**config.mk**
```make
export PLATFORM = sky130hd
export DESIGN_NAME = cplx_frame_accum
export DESIGN_NICKNAME = d
export VERILOG_FILES = /design/src/rtl/cplx_defs.sv /design/src/rtl/adder3_complex.sv /design/src/rtl/cplx_frame_accum.sv
export SDC_FILE = /design/constraint.sdc
export NUM_CORES = 1
export LEC_CHECK = 0
export BUFFER_PORTS_ARGS = -buffer_cell sky130_fd_sc_hd__buf_2
export CAP_MARGIN = 40
export CELL_PAD_IN_SITES_DETAIL_PLACEMENT = 1
export CELL_PAD_IN_SITES_GLOBAL_PLACEMENT = 1
export CORE_UTILIZATION = 41
export DETAILED_ROUTE_END_ITERATION = 12
export HOLD_SLACK_MARGIN = 0.02
export PLACE_DENSITY_LB_ADDON = 0.1
export SYNTH_ARGS = -nofsm -noshare
export SYNTH_HDL_FRONTEND = slang
export SYNTH_SLANG_ARGS = --single-unit
```
**constraint.sdc**
```tcl
create_clock -name clk -period 6.7 [get_ports clk]
set_clock_uncertainty 0.05 [all_clocks]
set_input_delay 1.675 -clock clk [delete_from_list [all_inputs] [get_ports clk]]
set_output_delay 1.675 -clock clk [all_outputs]
set_load 0.05 [all_outputs]
```
**src/rtl/cplx_defs.sv**
```systemverilog
// Shared definitions for the Q-format complex datapath controllers:
// default format widths, controller state encoding and a signed-add overflow helper.
package cplx_defs;

   localparam int QI_DEF = 3;
   localparam int QF_DEF = 3;

   typedef enum logic [1:0] {
      S_FIRST  = 2'd0,
      S_SECOND = 2'd1,
      S_OUT    = 2'd2
   } state_t;

   // Two's-complement add overflows when both operands share a sign the result lacks.
   function automatic logic add_ovf(input logic sign_a, input logic sign_b, input logic sign_y);
      return (sign_a == sign_b) && (sign_y != sign_a);
   endfunction

endpackage

```
**src/rtl/adder3_complex.sv**
```systemverilog
// Three-operand complex adder, wrapping modulo 2^WIDTH; the flag reports an
// overflow in either the a+b partial step or the final +c step, on Re or Im.
module adder3_complex
   import cplx_defs::*;
#(
   parameter int QI = QI_DEF,
   parameter int QF = QF_DEF,
   localparam int WIDTH = QI + QF
) (
   input  logic signed [WIDTH-1:0] a_re,
   input  logic signed [WIDTH-1:0] a_im,
   input  logic signed [WIDTH-1:0] b_re,
   input  logic signed [WIDTH-1:0] b_im,
   input  logic signed [WIDTH-1:0] c_re,
   input  logic signed [WIDTH-1:0] c_im,
   output logic signed [WIDTH-1:0] y_re,
   output logic signed [WIDTH-1:0] y_im,
   output logic                    ovf
);

   logic signed [WIDTH-1:0] p_re;
   logic signed [WIDTH-1:0] p_im;

   // Partial then final sum; each step is checked so a later term cannot mask an overflow.
   always_comb begin
      p_re = a_re + b_re;
      p_im = a_im + b_im;
      y_re = p_re + c_re;
      y_im = p_im + c_im;
      ovf  = add_ovf(a_re[WIDTH-1], b_re[WIDTH-1], p_re[WIDTH-1])
           | add_ovf(p_re[WIDTH-1], c_re[WIDTH-1], y_re[WIDTH-1])
           | add_ovf(a_im[WIDTH-1], b_im[WIDTH-1], p_im[WIDTH-1])
           | add_ovf(p_im[WIDTH-1], c_im[WIDTH-1], y_im[WIDTH-1]);
   end

endmodule

```
**src/rtl/cplx_frame_accum.sv**
```systemverilog
// Sums FRAME_LEN complex samples per frame through one shared three-input adder,
// consuming up to two samples per accumulator update, with a sticky overflow flag.
module cplx_frame_accum
   import cplx_defs::*;
#(
   parameter int QI        = QI_DEF,
   parameter int QF        = QF_DEF,
   parameter int FRAME_LEN = 8,
   localparam int WIDTH    = QI + QF
) (
   input  logic                    clk,
   input  logic                    rst,
   input  logic                    s_valid,
   output logic                    s_ready,
   input  logic signed [WIDTH-1:0] s_Re,
   input  logic signed [WIDTH-1:0] s_Im,
   output logic                    m_valid,
   input  logic                    m_ready,
   output logic signed [WIDTH-1:0] m_Re,
   output logic signed [WIDTH-1:0] m_Im,
   output logic                    m_overflow
);

   localparam int CW = $clog2(FRAME_LEN + 1);
   localparam logic [CW-1:0] LAST_CNT = CW'(FRAME_LEN - 1);
   localparam logic signed [WIDTH-1:0] ZERO = '0;

   state_t                  state, state_n;
   logic signed [WIDTH-1:0] acc_re, acc_im, acc_re_n, acc_im_n;
   logic signed [WIDTH-1:0] hold_re, hold_im, hold_re_n, hold_im_n;
   logic [CW-1:0]           cnt, cnt_n;
   logic                    ovf_sticky, ovf_sticky_n;
   logic                    m_valid_n, m_overflow_n;
   logic signed [WIDTH-1:0] m_re_n, m_im_n;

   logic signed [WIDTH-1:0] op_b_re, op_b_im, op_c_re, op_c_im;
   logic signed [WIDTH-1:0] sum_re, sum_im;
   logic                    sum_ovf;
   logic                    accept, is_last;

   // Operand selection: the held sample pairs with the new one in S_SECOND.
   always_comb begin
      if (state == S_SECOND) begin
         op_b_re = hold_re;
         op_b_im = hold_im;
         op_c_re = s_Re;
         op_c_im = s_Im;
      end else begin
         op_b_re = s_Re;
         op_b_im = s_Im;
         op_c_re = ZERO;
         op_c_im = ZERO;
      end
   end

   adder3_complex #(.QI(QI), .QF(QF)) u_adder (
      .a_re (acc_re),
      .a_im (acc_im),
      .b_re (op_b_re),
      .b_im (op_b_im),
      .c_re (op_c_re),
      .c_im (op_c_im),
      .y_re (sum_re),
      .y_im (sum_im),
      .ovf  (sum_ovf)
   );

   assign s_ready = (state != S_OUT);
   assign accept  = s_valid && s_ready;
   assign is_last = (cnt == LAST_CNT);

   // Next-state and next-register values; every register holds unless its path fires.
   always_comb begin
      state_n      = state;
      acc_re_n     = acc_re;
      acc_im_n     = acc_im;
      hold_re_n    = hold_re;
      hold_im_n    = hold_im;
      cnt_n        = cnt;
      ovf_sticky_n = ovf_sticky;
      m_valid_n    = m_valid;
      m_re_n       = m_Re;
      m_im_n       = m_Im;
      m_overflow_n = m_overflow;
      case (state)
         S_FIRST: begin
            if (accept && is_last) begin
               m_re_n       = sum_re;
               m_im_n       = sum_im;
               m_overflow_n = ovf_sticky | sum_ovf;
               m_valid_n    = 1'b1;
               state_n      = S_OUT;
            end else if (accept) begin
               hold_re_n = s_Re;
               hold_im_n = s_Im;
               cnt_n     = cnt + CW'(1);
               state_n   = S_SECOND;
            end else begin
               state_n = S_FIRST;
            end
         end
         S_SECOND: begin
            if (accept && is_last) begin
               m_re_n       = sum_re;
               m_im_n       = sum_im;
               m_overflow_n = ovf_sticky | sum_ovf;
               m_valid_n    = 1'b1;
               state_n      = S_OUT;
            end else if (accept) begin
               acc_re_n     = sum_re;
               acc_im_n     = sum_im;
               ovf_sticky_n = ovf_sticky | sum_ovf;
               cnt_n        = cnt + CW'(1);
               state_n      = S_FIRST;
            end else begin
               state_n = S_SECOND;
            end
         end
         S_OUT: begin
            // Output registers keep their values after the handshake; only the frame state clears.
            if (m_ready) begin
               m_valid_n    = 1'b0;
               acc_re_n     = ZERO;
               acc_im_n     = ZERO;
               hold_re_n    = ZERO;
               hold_im_n    = ZERO;
               ovf_sticky_n = 1'b0;
               cnt_n        = '0;
               state_n      = S_FIRST;
            end else begin
               state_n = S_OUT;
            end
         end
         default: begin
            state_n = S_FIRST;
         end
      endcase
   end

   // Register update with synchronous reset.
   always_ff @(posedge clk) begin
      if (rst) begin
         state      <= S_FIRST;
         acc_re     <= ZERO;
         acc_im     <= ZERO;
         hold_re    <= ZERO;
         hold_im    <= ZERO;
         cnt        <= '0;
         ovf_sticky <= 1'b0;
         m_valid    <= 1'b0;
         m_Re       <= ZERO;
         m_Im       <= ZERO;
         m_overflow <= 1'b0;
      end else begin
         state      <= state_n;
         acc_re     <= acc_re_n;
         acc_im     <= acc_im_n;
         hold_re    <= hold_re_n;
         hold_im    <= hold_im_n;
         cnt        <= cnt_n;
         ovf_sticky <= ovf_sticky_n;
         m_valid    <= m_valid_n;
         m_Re       <= m_re_n;
         m_Im       <= m_im_n;
         m_overflow <= m_overflow_n;
      end
   end

endmodule
```
==> metrics.md <==
| Metric | Value |
|---|---|
| DP Cell Count | 479 |
| Outcome | complete, no violations |
| MaxCap Viol Count | 0 |
| Seq/Total Area, Yosys | 0.312 |
| Final Non-Filler Cells | 488 |
| Average size of a mapped cell | 7.82 sq um |
| Top-count cell post-synth | nand2_1 |
| Layout cell share with drive strength beyond 1 | 0.138 |
| Max Fclk | 225 MHz |
| Syn. warnings | 0 |
| Die Footprint | 7380 sq um |
| Overflow after GRT | 0 |
| Fin crit period | 4.45 ns |
| Peak supply drop | 0.0827 mV |
| P_int | 0.000422 W |
| Seq. cell area | 901 sq um |
| Fin Setup TNS | 0 ns |
| Antenna violations before repair | 0 |
| Final GP Congestion | 0.815 |
| RSZ-0062 raised after global routing | no |
| Setup crit end | ovf_sticky |
| Cts hold-fix bufs | 0 |
| Post-synth ARST share | 0 |
| Routed vias | 2,574 |
| Filler Cell Count | 893 |
| GRT Overall Usage | 0.224 |
| Least-Margin Pin Slew | 0.837 ns |
| Initial Util | 0.425 |
| Static Leak | 1.45 nW |
| Reg power frac | 0.455 |
| Max transition margin | 0.442 |
| Vias/cell | 5.27 |
| Final worst path period share | 0.664 |
| HP Class | reg2reg |
| First-pass GRT wire length | 12,800 microns |
| Clock Tree Root | clkbuf_8 |
| Fin area | 3200 sq um |
| Largest area contributor in the netlist | dfxtp_1 |
| Worst setup startpoint | s_Im[0] |
| Synth cell count leaders | 72 x nand2_1, 45 x dfxtp_1, 37 x a21oi_1 |
| Net switching power | 0.000213 W |
| CP delay by family, top | adder cells |
| I/O pin cnt | 31 |
| Reg clk slew, reported paths | 0.09 ns |
| Multi-input gate area | 1830 sq um |
| Arrival time at the worst endpoint | 4.59 ns |
| Gate Count Post-Synth | 369 |
| Seq cells post-synth | 45 |
| Cell area after synthesis | 2890 sq um |
| Startpoint Class | input pin |
| # rows | 30 |
| Post-CTS sizing | 0 |
| Power density over the cells | 199 nW/um^2 |
| Worst path depth | 16 |
| Largest stage delay, worst path | 0.47 ns |
| Critical path, cell by cell | buf_2 -> nand2_1 -> nand2_1 -> ha_1 -> inv_1 -> fa_1 -> inv_1 -> a21o_1 -> a21oi_1 -> xnor2_1 -> ha_1 -> o21ai_1 -> maj3_1 -> o32ai_1 -> nand3b_1 -> o311a_1 |
| Critical path required time | 6.84 ns |
| Routed wire length | 7660 microns |
| Reg2Reg Depth | 17 |
| Kind of critical path | in2reg |
| Floorplan core area | 6790 sq um |
| Number of synthesized flops with an enable pin | 0 |
| Net Sw Frac | 0.335 |
| Crit end category | flip-flop |
| Final-stage net count | 432 |
| Remaining antenna violation count | 0 |
| Die Y | 85.9 microns |
| Pin count of the biggest net entering global routing | 43 |
| DRC violations left | 0 |
| Buffer levels on the longest clock path | 2 |
| Gate power share | 0.262 |
| Area growth, synth to finish | 10.9% |
| Crit Path Max Fanout | 8 |
| Clk_lat worst skew | 0.31 ns |
| Critical path buffer and inverter count | 3 |
| Endpoints failing setup | 0 |
| HPWL after DPL | 5630 microns |
| Synth Flop Type | dfxtp_1 |
| Initial DRC count | 114 |
| Worst r2r src | state[0] |
| Vias in the first global route | 2,562 |
| # H-tree levels | 2 |
| CTS Buf Count | 5 |
| Syn Nets | 410 |
| Setup Fix Bufs, Post-CTS | 0 |
| Clock power share | 0.283 |
| DRT Pass-1 Iters | 4 |
| Worst reg2reg endpoint | ovf_sticky |
| Top cells by area, synth | dfxtp_1 31%, nand2_1 9.4%, ha_1 9.1% |
| Yosys cell types | 49 |
| Post-Place Cell Area | 3100 sq um |
| R2R setup slack | 2.25 ns |
| # port buffers | 30 |
| Ant diodes | 0 |
| Slowest cell on the critical path | o21ai_1 |
| CTS sink cnt | 45 |
| Max Slew Vio Count | 0 |
| CTS tree | done |
| Final hold slack | 0.406 ns |
| Die W | 85.9 microns |
| Post-synth top area share | 0.312 |
| Final Hold Violating Endpoints | 0 |
| Hold depth | 2 |
| Drt wl/cell | 15.7 microns |
==> power by group through the flow <==
stage | clock (W) | combinational (W) | sequential [W]
global placement | 0 | 0.000160 | 0.000295
global route | 0.000198 | 0.000184 | 0.000291
floorplan | 0 | 0.000125 | 0.000289
finish | 0.000180 | 0.000167 | 0.000289
detailed placement | 0 | 0.000165 | 0.000295
CTS | 0.000188 | 0.000167 | 0.000289
==> worst reg2reg max path: stages, from the launching register on <==
cell	delay [ns]
dfxtp_1	0.82
nor2b_1	0.41
buf_4	0.24
nand2_1	0.07
nand2_1	0.06
ha_1	0.17
inv_1	0.06
fa_1	0.40
inv_1	0.07
a21o_1	0.11
a21oi_1	0.07
xnor2_1	0.13
ha_1	0.31
o21ai_1	0.47
maj3_1	0.30
o32ai_1	0.08
nand3b_1	0.23
o311a_1	0.31
==> cells in the final DEF, fill, tap and decap left out, drive strengths merged, types with 2 or more instances in the layout <==
cell type	count
mux2i	3
nand3	14
a21o	8
fa	4
nand3b	2
mux2	2
a211oi	5
clkbuf	5
xnor2	17
nand2	72
xor2	3
and3	4
a21oi	37
ha	21
inv	17
nor2	35
nor3	7
and2	9
nand2b	3
nor2b	2
buf	36
o21ai	10
dfxtp	45
a32oi	10
==> routing by layer <==
layer  share of wire  GRT usage
met3           0.035     0.0269
met4          0.0042     0.0424
met5               0          0
met1            0.50      0.316
met2            0.46      0.372
==> through the flow <==
| stage | total power [W] | setup slack, ns | utilization |
|---|---|---|---|
| CTS | 0.000643 | 2.03 | 0.470 |
| floorplan | 0.000414 | 2.38 | - |
| global placement | 0.000455 | 2.08 | 0.455 |
| finish | 0.000635 | 2.25 | 0.471 |
| detailed placement | 0.000460 | 1.97 | 0.457 |
| global route | 0.000673 | 1.89 | 0.471 |
==> flip-flops by register name, indices dropped and copies added (netlist names) <==
signal and count:
acc_im 6, acc_re 6, cnt 4, hold_im 6, hold_re 6, m_Im 6
m_Re 6, m_overflow 1, m_valid 1, ovf_sticky 1, state 2
==> final cells by class <==
class,instances,share of cell area
Tap cell,96,0.0375
Multi-Input combinational cell,287,0.573
Sequential cell,45,0.281
Timing Repair Buffer,36,0.0610
Clock buffer,5,0.0215
Clock inverter,3,0.00665
Inverter,16,0.0188
==> kinds of logic after synthesis <==
group / Yosys count / synth area share
compound gates: 80 / 0.176
xor+xnor: 21 / 0.0737
fa+ha+maj: 26 / 0.122
buf+inv: 37 / 0.0538
flops: 45 / 0.312
mux: 5 / 0.0225
simple gates: 155 / 0.240
==> how the worst min path moves through the flow <==
stage | from | to | slack [ns]
2_1_floorplan | hold_im[0] | hold_im[0] | 0.38
4_1_cts | m_Re[4] | m_Re[4] | 0.41
3_5_place_dp | m_Re[4] | m_Re[4] | 0.39
6_report | m_Im[2] | m_Im[2] | 0.41
3_3_place_gp | m_Im[3] | m_Im[3] | 0.39
5_1_grt | hold_re[2] | hold_re[2] | 0.43
Power figures use the tool's default switching activity.
